==> src/rtl/mult_pkg.sv <==
// Shared types and elaboration helpers for the
// sequential multiply-accumulate unit.
package mult_pkg;

  typedef enum logic [1:0] {
    IDLE,
    CALC,
    FIX,
    DONE
  } state_t;

  function automatic bit step_ok(int w, int s);
    return (w >= 4) && (w % 2 == 0) &&
           (s == 1 || s == 2 || s == 4) &&
           (w % s == 0);
  endfunction

  function automatic int out_width(int w);
    return 2 * w;
  endfunction

  function automatic int n_steps(int w, int s);
    return w / s;
  endfunction

endpackage

==> src/rtl/mult_pp_step.sv <==
// One shift-add step: retires STEP multiplier bits,
// most significant first, into the accumulator.
module mult_pp_step
  import mult_pkg::*;
#(
  parameter int IN_WIDTH = 32,
  parameter int STEP = 1,
  localparam int OUT_WIDTH = out_width(IN_WIDTH)
) (
  input  logic [IN_WIDTH-1:0]  mcand,
  input  logic [STEP-1:0]      mbits,
  input  logic [OUT_WIDTH-1:0] acc_in,
  output logic [OUT_WIDTH-1:0] acc_out
);

  always_comb begin
    acc_out = acc_in << STEP;
    for (int i = 0; i < STEP; i++) begin
      if (mbits[i]) begin
        acc_out = acc_out + (OUT_WIDTH'(mcand) << i);
      end
    end
  end

endmodule

==> src/rtl/mult_acc.sv <==
// Sequential (A*B + C) unit: magnitude shift-add
// multiply, then sign fix-up and addend in one cycle.
module mult_acc
  import mult_pkg::*;
#(
  parameter int IN_WIDTH = 32,
  parameter int STEP = 1,
  localparam int OUT_WIDTH = out_width(IN_WIDTH)
) (
  input  logic                 clk,
  input  logic                 rst,
  input  logic [IN_WIDTH-1:0]  data_multiplicand,
  input  logic [IN_WIDTH-1:0]  data_multiplier,
  input  logic [OUT_WIDTH-1:0] data_addend,
  input  logic                 ctrl_signed,
  input  logic                 ctrl_enable,
  output logic [OUT_WIDTH-1:0] data_result,
  output logic                 ctrl_done,
  output logic                 ctrl_busy
);

  localparam int N = n_steps(IN_WIDTH, STEP);
  localparam int CW = $clog2(N + 1);
  localparam logic [CW-1:0] LAST = CW'(N - 1);

  generate
    if (!step_ok(IN_WIDTH, STEP)) begin : g_bad_cfg
      $fatal(1, "mult_acc: illegal IN_WIDTH/STEP");
    end
  endgenerate

  state_t state, state_n;

  logic [IN_WIDTH-1:0]  mcand, mplier;
  logic [OUT_WIDTH-1:0] addend, acc, acc_nxt;
  logic [OUT_WIDTH-1:0] fixed;
  logic [CW-1:0]        cnt;
  logic                 neg;
  logic                 a_neg, b_neg;
  logic [IN_WIDTH-1:0]  a_mag, b_mag;

  mult_pp_step #(
    .IN_WIDTH(IN_WIDTH),
    .STEP(STEP)
  ) u_step (
    .mcand  (mcand),
    .mbits  (mplier[IN_WIDTH-1 -: STEP]),
    .acc_in (acc),
    .acc_out(acc_nxt)
  );

  always_comb begin
    a_neg = ctrl_signed & data_multiplicand[IN_WIDTH-1];
    b_neg = ctrl_signed & data_multiplier[IN_WIDTH-1];
    a_mag = a_neg ? -data_multiplicand
                  : data_multiplicand;
    b_mag = b_neg ? -data_multiplier
                  : data_multiplier;
    fixed = (neg ? -acc : acc) + addend;
  end

  always_comb begin
    state_n = state;
    unique case (state)
      IDLE: if (ctrl_enable) state_n = CALC;
      CALC: if (cnt == LAST) state_n = FIX;
      FIX:  state_n = DONE;
      DONE: if (!ctrl_enable) state_n = IDLE;
      default: state_n = IDLE;
    endcase
  end

  always_ff @(posedge clk) begin
    if (rst) begin
      state     <= IDLE;
      ctrl_done <= 1'b0;
      ctrl_busy <= 1'b0;
    end else begin
      state     <= state_n;
      ctrl_done <= (state_n == DONE);
      ctrl_busy <= (state_n == CALC) ||
                   (state_n == FIX);
    end
  end

  always_ff @(posedge clk) begin
    if (rst) begin
      mcand       <= '0;
      mplier      <= '0;
      addend      <= '0;
      acc         <= '0;
      cnt         <= '0;
      neg         <= 1'b0;
      data_result <= '0;
    end else begin
      unique case (state)
        IDLE: begin
          if (ctrl_enable) begin
            mcand  <= a_mag;
            mplier <= b_mag;
            addend <= data_addend;
            neg    <= a_neg ^ b_neg;
            acc    <= '0;
            cnt    <= '0;
          end
        end
        CALC: begin
          acc    <= acc_nxt;
          mplier <= mplier << STEP;
          cnt    <= cnt + CW'(1);
        end
        FIX: data_result <= fixed;
        default: ;
      endcase
    end
  end

endmodule

==> config.mk <==
export PLATFORM = sky130hd
export DESIGN_NAME = mult_acc
export DESIGN_NICKNAME = d
export VERILOG_FILES = /design/src/rtl/mult_pkg.sv /design/src/rtl/mult_pp_step.sv /design/src/rtl/mult_acc.sv
export SDC_FILE = /design/constraint.sdc
export NUM_CORES = 1
export LEC_CHECK = 0
export CAP_MARGIN = 10
export CORE_MARGIN = 1.5
export CORE_UTILIZATION = 40
export CTS_BUF_LIST = sky130_fd_sc_hd__clkbuf_16
export DETAILED_ROUTE_END_ITERATION = 8
export GPL_ROUTABILITY_DRIVEN = 0
export SYNTH_ARGS = -nofsm -noshare
export SYNTH_HDL_FRONTEND = slang
export SYNTH_SLANG_ARGS = --single-unit
==> constraint.sdc <==
create_clock -name clk -period 5.21 [get_ports clk]
set_input_delay 1.042 -clock clk [delete_from_list [all_inputs] [get_ports clk]]
set_output_delay 1.042 -clock clk [all_outputs]
set_load 0.01 [all_outputs]
# Word-level counts from Yosys, hierarchy flattened

Index checks and enable logic that the tools add are counted.

$add $sub $neg: 6
Equality and inequality tests: 8
Multiplexer cells: 14
Bitwise logic cells: 3
Reductions and logical operators: 5

Operators with widths:

| kind                  | number |
|---|---|
| $mux W64              | 3 |
| $pmux W64 S2          | 1 |
| $mux W32              | 3 |
| $add A64 B32 Y64      | 1 |
| $add A64 B64 Y64      | 1 |
| $neg A32 Y32          | 2 |
| $neg A64 Y64          | 1 |
| $pmux W32 S2          | 1 |
| $pmux W6 S2           | 1 |
| $eq A2 B2 Y1 const B  | 4 |
| $pmux W2 S4           | 1 |
| $add A6 B1 Y6 const B | 1 |
| $eq A6 B5 Y1 const B  | 1 |
| $mux W2               | 3 |
| $mux W6               | 1 |
| $eq A2 B1 Y1 const B  | 2 |
| $reduce_and A2 Y1     | 2 |
| $and A1 B1 Y1         | 2 |
| $logic_not A2 Y1      | 1 |
| $ne A2 B2 Y1 const B  | 1 |
| $reduce_bool A2 Y1    | 1 |
| $logic_or A1 B1 Y1    | 1 |
| $xor A1 B1 Y1         | 1 |

Bits in registers: 267
Input bits: 132
Output and inout port bits: 66
Word-level logic and storage cells: 46

# Longest topological paths before layout

Gate-level depths: netlist (run 1).

Depth in word-level cells: 5
Depth in mapped cells: 20
Depth with buffers taken out: 18

# Modules after synthesis

A second synthesis (run 1) with hierarchy kept.

Cells, all modules: 2,473
Area total of the unflattened synthesis: 18,594.1 um2

Modules (own cells, without submodules):

| module       | instances | cells each | area each (um2) | seq. area each (um2) |
|---|---|---|---|---|
| mult_acc     | 1         | 2,082      | 15,807.7        | 5,345.1 |
| mult_pp_step | 1         | 391        | 2,786.4         | 0.0 |

# Worst setup path after synthesis (run 1)

Ideal clock, no wire load.

Kind: register to register
Start: reg acc[2]
End: reg data_result[59]
Library setup time: 133 ps
Arrival time: 4,803 ps
Required time: 5,077 ps
Setup slack: 275 ps
Cell stages (with the launch flop): 18
Buffers on the path: 1
Period minus slack after synthesis: 4,935 ps
Cell sequence: dfxtp_1 -> clkbuf_1 -> nor4_1 -> nor3b_2 -> nand2_1 -> or4_1 -> or2_2 -> o41ai_1 -> xnor2_1 -> ha_1 -> nand4_1 -> or3_1 -> a2111oi_0 -> o211ai_1 -> a31oi_1 -> nand4_1 -> a31oi_1 -> o211ai_1

Longest elaborated chain between the ends: 3

RTL lines:

| element                | RTL line        | RTL |
|---|---|---|
| from (decl)            | mult_acc.sv:35  | `logic [OUT_WIDTH-1:0] addend, acc, acc_nxt;` |
| from (signal assigned) | mult_acc.sv:108 | `acc <= acc_nxt;` |
| $neg A64 Y64           | mult_acc.sv:59  | `fixed = (neg ? -acc : acc) + addend;` |
| $mux W64 *             | mult_acc.sv:59  |  |
| $add A64 B64 Y64 *     | mult_acc.sv:59  |  |
| to (signal assigned)   | mult_acc.sv:112 | `FIX: data_result <= fixed;` |
| to (decl)              | mult_acc.sv:17  | `output logic [OUT_WIDTH-1:0] data_result,` |

Every way passes the cells marked *; elsewhere a longest branch is shown, timed or not.
A chain may end at the register's enable or synchronous reset.

# Final worst setup path (run 1)

Start: reg acc[13]
End: reg data_result[60]

The elaborated chain is that of the path after synthesis.

==> impl_metrics.tcl, run 1 <==
set metrics [dict create \
    grt_usage 0.230 \
    ff2ff_path_depth 17 \
    hold_path.startpoint "data_result[23]" \
    ys_types 72 \
    worstReg2RegStart "acc[13]" \
    boundaryPins 198 \
    fp.coreArea_um2 44400 \
    reg2reg_slack_ps 280 \
    pre_cts_ws_ps 15.7 \
    crit-reg2reg-capture "data_result[60]" \
    detail_route.first_pass.iterations 9 \
    ys.flop_type "dfxtp_1" \
    detailroute.via_count 17700 \
    holdPathStages 2 \
    hold_path_end "data_result[23]" \
    htreeDepth 1 \
    portbufs 197 \
    tritoncts "done" \
    design.die.area_um2 46400 \
    post_synth_and_or_nand_nor_area_fraction 0.211 \
    worst_setup_start_kind "flop" \
    detail_route.wl_per_cell_um 17.8 \
    nNetsFinal 2730 \
    synthAdderAreaFrac 0.0806 \
    worst_hold_path_type "flop to flop" \
    critical_path_peak_fanout 8 \
    synth-seq-cells 267 \
    synthArstFlopShare 0 \
    power.static_leakage_nw 8.86 \
    final_cell_mix "nand2_1, dfxtp_1, a21oi_1" \
    yosysSeqAreaShare 0.296 \
    report.final.setup_viol 0 \
    finish.cell_count_without_fillers 3097 \
    ctsRootBufferMaster "clkbuf_16" \
    yosysWarnings 0 \
    max_cap_viol_count 0 \
    synth_compound_area_frac 0.255 \
    clock-sinks 267 \
    first_global_vias 16500 \
    transition_time_at_the_pin_with_the_least_slew_margin_ps 1080 \
    status "finished clean" \
    crit_required_ps 5680 \
    setup_ws_ps 277 \
    grt_pass1_wl_mm 88.4 \
    synthesized_area_um2 18000 \
    synth_mux_area_frac 0.00679 \
    drt-initial-drc-count 1629 \
    num-fill-cells 4364 \
    die_height_um 215 \
    timing.fmax_mhz 203 \
    pin_count_of_the_biggest_net_entering_global_routing 93 \
    chipWidth_um 215 \
    fin_skew_ps 29.6 \
    layout_commonest_cell "nand2_1" \
    post_cts.repair.setup_buffers 0 \
    final.setup.tns_ps 0 \
    detailedPlacementHpwl_mm 41.9 \
    postRouteWirelength_mm 55.2 \
    insertedDiodeCount 0 \
    final_hold_viol_count 0 \
    fin_crit_sh 0.947 \
    dp_cells 3043 \
    standard_cell_rows 77 \
    finalCriticalPeriod_ps 4930 \
    pwrdens_nw_per_um2 238 \
    antenna_violating_nets_post_route 0 \
    power.total_mw 5.16 \
    clock_latency_ps 600 \
    syn_nets 2599 \
    criticalPathCategory "flop to flop" \
    share_of_layout_cells_above_drive_strength_1 0.0567 \
    synth_enable_flop_cells 0 \
    cts.hold.buffers_added 0 \
    area_growth_pct 20.3 \
    report.final.slew_viol_count 0 \
    syn_inst 2352 \
    area_of_all_sequential_standard_cells_um2 5350 \
    multiInputGateArea_um2 12100 \
    cts_inserted_buffers 30 \
    dominant_combinational_cell_family_by_area_after_synthesis "compound AO/OA/AOI/OAI gates" \
    syn_avg_cell_area_um2 7.67 \
    critical_path_capture_point_type "flop" \
    worst_setup_hold_path_clk_slew_ps 60 \
    post-route-drc-count 0 \
    overflow 0 \
    route.detailed.vias_per_inst 5.70 \
    worst-endpoint-arrival_ps 5410 \
    initial_antenna_violation_count 2 \
    slew-limit-headroom 0.276 \
    worst_supply_voltage_drop_on_vdd_uv 257 \
    placement.cell_area_um2 20600 \
    clock_tree.buffer_depth 3 \
    layout.cell_area.non_filler_um2 21700 \
    floorplan.initialDensity 0.406 \
    synthXorXnorAreaFrac 0.110 \
]
==> area by class of cell <==
class	instances	share of cell area
multi-input cells	1895	0.556
flip-flops and latches	267	0.246
repair buffers	254	0.111
clock buffers	30	0.0346
well taps	592	0.0341
clock inverters	24	0.0113
inverters	35	0.00605
==> critical path, stage by stage (launching register included) <==
cell	delay, ps
dfxtp_1	380
or4_4	530
nor4_4	320
and3_4	250
nand3_4	90
or2_2	320
o31ai_1	280
xnor2_1	190
ha_1	370
a21o_1	240
a21o_1	180
a21oi_1	220
o21ai_0	160
a221o_1	360
a21oi_2	190
o21ai_0	120
or3_1	360
a32o_1	240
==> cell families after synthesis <==
| logic type | count (synthesis) |
|---|---|
| compound gates | 708 |
| xor+xnor | 226 |
| fa+ha+maj | 115 |
| buf+inv | 190 |
| flops | 267 |
| mux | 12 |
| simple gates | 834 |
==> cells in the mapped netlist, types with 10 or more instances <==
cell type / number / area [µm²]
dfxtp_1: 267 / 5350
ha_1: 113 / 1410
o21a_1: 15 / 113
a222oi_1: 40 / 400
a211oi_1: 42 / 315
clkbuf_1: 142 / 533
nor3_1: 43 / 215
nand3b_1: 11 / 82.6
nand3_1: 44 / 220
inv_1: 35 / 131
o21ai_0: 107 / 536
xnor2_1: 146 / 1280
nor2b_1: 10 / 62.6
xor2_1: 80 / 701
nor4_1: 18 / 113
o21bai_1: 16 / 120
nand4_1: 34 / 213
a21oi_1: 254 / 1270
and3_1: 13 / 81.3
buf_1: 10 / 37.5
o31ai_1: 32 / 240
o41ai_1: 13 / 114
nand2b_1: 13 / 81.3
a22o_1: 35 / 307
mux2i_1: 10 / 100
a31oi_1: 23 / 144
nor2_1: 221 / 830
a21o_1: 67 / 503
nand2_1: 349 / 1310
or3_1: 29 / 181
or4_1: 16 / 120
o211ai_1: 11 / 82.6
==> stage by stage <==
step           hold slack, ps  utilization
4_1_cts                   451        0.487
5_1_grt                   475        0.489
2_1_floorplan             436            -
3_3_place_gp              440        0.465
3_5_place_dp              443        0.465
6_report                  449        0.489
==> routing by layer <==
metal  track usage  vias up  part of all wire
met5             0        -           0.00043
met4        0.0499        4             0.020
met3        0.0372       91             0.063
met2         0.354      587              0.42
met1         0.337     8243              0.49
li1              -     8743                 -
==> flip-flops by register name (all words and copies together), names as in the netlist <==
signal       cells
state            2
acc             64
addend          64
cnt              6
ctrl_done        1
neg              1
ctrl_busy        1
mplier          32
data_result     64
mcand           32
==> where the power goes <==
group	switching [mW]	internal [mW]	total (mW)
combinational	0.479	0.350	0.829
clock	0.899	1.25	2.14
sequential	0.0683	2.12	2.18
==> worst max path at each step <==
stage          cells past startpoint         endpoint     from
3_5_place_dp                      20  data_result[62]   acc[2]
5_1_grt                           21  data_result[63]   acc[2]
3_3_place_gp                      20  data_result[62]  acc[13]
6_report                          17  data_result[60]  acc[13]
2_1_floorplan                     17  data_result[59]   acc[2]
4_1_cts                           20  data_result[62]   acc[2]
==> what timing repair did <==
action	CTS	global route
resized for setup	1	18
setup endpoints to repair	2	16
pin swaps	0	1
Power figures use the tool's default switching activity.
==> run 2, diff against run 1 <==
--- a/config.mk
+++ b/config.mk
@@ -11,6 +11,7 @@
 export CTS_BUF_LIST = sky130_fd_sc_hd__clkbuf_16
 export DETAILED_ROUTE_END_ITERATION = 8
 export GPL_ROUTABILITY_DRIVEN = 0
+export SLEW_MARGIN = 20
 export SYNTH_ARGS = -nofsm -noshare
 export SYNTH_HDL_FRONTEND = slang
 export SYNTH_SLANG_ARGS = --single-unit
==> results of run 2 <==
Same layout as run 1: the final DEF is identical, and so are final timing and power.
==> run 3, diff against run 2 <==
--- a/config.mk
+++ b/config.mk
@@ -6,12 +6,16 @@
 export NUM_CORES = 1
 export LEC_CHECK = 0
 export CAP_MARGIN = 10
+export CELL_PAD_IN_SITES_DETAIL_PLACEMENT = 2
+export CELL_PAD_IN_SITES_GLOBAL_PLACEMENT = 2
 export CORE_MARGIN = 1.5
-export CORE_UTILIZATION = 40
+export CORE_UTILIZATION = 34
 export CTS_BUF_LIST = sky130_fd_sc_hd__clkbuf_16
 export DETAILED_ROUTE_END_ITERATION = 8
 export GPL_ROUTABILITY_DRIVEN = 0
+export PLACE_DENSITY_LB_ADDON = 0.1
 export SLEW_MARGIN = 20
 export SYNTH_ARGS = -nofsm -noshare
 export SYNTH_HDL_FRONTEND = slang
 export SYNTH_SLANG_ARGS = --single-unit
+export TNS_END_PERCENT = 30
==> constraint.sdc (replaced) <==
create_clock -name clk -period 5.4 [get_ports clk]
set_input_delay 1.08 -clock clk [delete_from_list [all_inputs] [get_ports clk]]
set_output_delay 1.08 -clock clk [all_outputs]
set_load 0.01 [all_outputs]
==> run 3 against run 2 <==
Effect of this change: core utilization down 7.3 points; die area increased by 17%; sequential power shrank 3%; design area rose by 0.76%; setup slack worse by 87 ps; non-clock buffer count fell by 5; combinational power rose by 0.7%.
==> impl_metrics.tcl, run 3 (synthesized netlist as in run 1, its figures left out) <==
set metrics [dict create \
    grt_pass1_wl_mm 108 \
    first_global_vias 19200 \
    floorplan.initialDensity 0.343 \
    crit_required_ps 5890 \
    cp_peak_stage_delay_ps 480 \
    worst_hold_path_type "flop to flop" \
    standard_cell_rows 84 \
    clock_tree.buffer_depth 3 \
    detailedPlacementHpwl_mm 52.4 \
    initial_antenna_violation_count 0 \
    timing.fmax_mhz 192 \
    clock-sinks 267 \
    worst-path-buf-inv 1 \
    most_used_cell_along_the_critical_path "o21ai_0" \
    overflow 0 \
    hold_path.startpoint "mcand[0]" \
    fp.coreArea_um2 52600 \
    detail_route.wl_per_cell_um 21.5 \
    area_growth_pct 21.2 \
    die_height_um 233 \
    detailroute.via_count 18200 \
    criticalPathCategory "flop to flop" \
    hold_path_end "mcand[0]" \
    largest_registers "acc (64), addend (64), data_result (64)" \
    worst-endpoint-arrival_ps 5700 \
    pwrdens_nw_per_um2 236 \
    crit_chain "nor4_2, buf_4, nor3b_4, nand2_1, or4_4, or2_2, o31ai_1, xnor2_1, ha_1, nand2_1, o21ai_0, nor2_1, o21ai_0, o21ai_0, o21ba_2, o21bai_1, a21oi_1, or3_1, nand3_1" \
    tritoncts "done" \
    power.total_mw 5.16 \
    route.detailed.vias_per_inst 5.69 \
    report.final.setup_viol 0 \
    report.final.slew_viol_count 0 \
    worst_setup_start_kind "flop" \
    critical_path_capture_point_type "flop" \
    fin_skew_ps 22.3 \
    crit-reg2reg-capture "data_result[46]" \
    finalCriticalPeriod_ps 5210 \
    ctsRootBufferMaster "clkbuf_16" \
    worst_setup_hold_path_clk_slew_ps 60 \
    worstReg2RegStart "acc[4]" \
    final_cell_mix "nand2_1, dfxtp_1, a21oi_1" \
    share_of_layout_cells_above_drive_strength_1 0.0594 \
    worst_supply_voltage_drop_on_vdd_uv 189 \
    pre_cts_ws_ps -31.4 \
    slowest_stage_cell_cp "or4_4" \
    postRouteWirelength_mm 68.7 \
    status "finished clean" \
    critPathTopFamily "simple AND/OR/NAND/NOR gates" \
    setup_ws_ps 190 \
    grt_usage 0.250 \
    insertedDiodeCount 0 \
    pin_count_of_the_biggest_net_entering_global_routing 85 \
    transition_time_at_the_pin_with_the_least_slew_margin_ps 1060 \
    portbufs 197 \
    power.static_leakage_nw 8.90 \
    cts_inserted_buffers 34 \
    placement.cell_area_um2 20700 \
    ff2ff_path_depth 19 \
    design.die.area_um2 54500 \
    final_hold_viol_count 0 \
    clock_latency_ps 550 \
    fin_crit_sh 0.965 \
    max_cap_viol_count 0 \
    slew-limit-headroom 0.290 \
    nNetsFinal 2729 \
    post-route-drc-count 0 \
    detail_route.first_pass.iterations 8 \
    antenna_violating_nets_post_route 0 \
    chipWidth_um 233 \
    layout.cell_area.non_filler_um2 21900 \
    holdPathStages 2 \
    layout_commonest_cell "nand2_1" \
    drt-initial-drc-count 927 \
    htreeDepth 2 \
    critical_path_peak_fanout 6 \
    reg2reg_slack_ps 190 \
    boundaryPins 198 \
    hold-worst-slack_ps 457 \
]
==> run 3: cell types whose count changed in the layout (fill, tap and decap cells not counted), sizes merged <==
cell,delta
bufinv,-2
clkinvlp,-1
buf,-5
clkbuf,+4
clkinv,+1
inv,+5
==> run 3: per-layer routing <==
layer / vias up / global-route usage / part of all wire
met4: 0 / 0.0593 / 0.020
met3: 75 / 0.0266 / 0.034
met1: 9065 / 0.348 / 0.49
met2: 314 / 0.410 / 0.46
li1: 8729 / - / -
met5: - / 0 / 0
==> run 3: worst min-delay path, stage by stage (launching register included) <==
cell     delay [ps]
dfxtp_1         310
nand2_1          50
a21oi_1          50
==> run 3: where the power goes <==
part	switching (mW)	internal [mW]	leakage [nW]	total, mW
clock network	0.958	1.25	0.547	2.21
logic	0.500	0.335	6.18	0.835
registers	0.0690	2.04	2.17	2.11
total	1.53	3.63	8.90	5.16
==> run 3: timing repair <==
| item | in CTS | in global routing |
|---|---|---|
| hold buffers | 0 | 0 |
| pin swaps | 0 | 3 |
| resized for setup | 2 | 19 |
| endpoints found under the setup margin | 5 | 21 |
| buffers inserted | 0 | 2 |
==> run 3: area by class of cell <==
class	instances	area (µm²)
fillers	6051	30700
well taps	688	861
inverters	35	131
clock buffers	34	851
repair buffers	249	2380
flip-flops and latches	267	5350
clock inverters	27	206
multi-input cells	1895	12100
==> run 3: worst max-delay path by stage <==
| stage | to | slack (ps) | depth (start not counted) | startpoint |
|---|---|---|---|---|
| 3_3_place_gp | data_result[62] | 160 | 18 | acc[12] |
| 3_5_place_dp | data_result[62] | -30 | 18 | acc[12] |
| 6_report | data_result[46] | 190 | 19 | acc[4] |
| 2_1_floorplan | data_result[59] | 460 | 17 | acc[2] |
| 5_1_grt | data_result[63] | -3 | 21 | acc[4] |
| 4_1_cts | data_result[60] | 70 | 18 | acc[12] |
==> run 3: per-stage QoR <==
stage          cells  utilization  TNS (ps)
3_3_place_gp    3132        0.394         0
4_1_cts         3193        0.414         0
5_1_grt         3195        0.416     -3.36
6_report        3195        0.416         0
2_1_floorplan   2352            -         0
3_5_place_dp    3132        0.394     -57.6
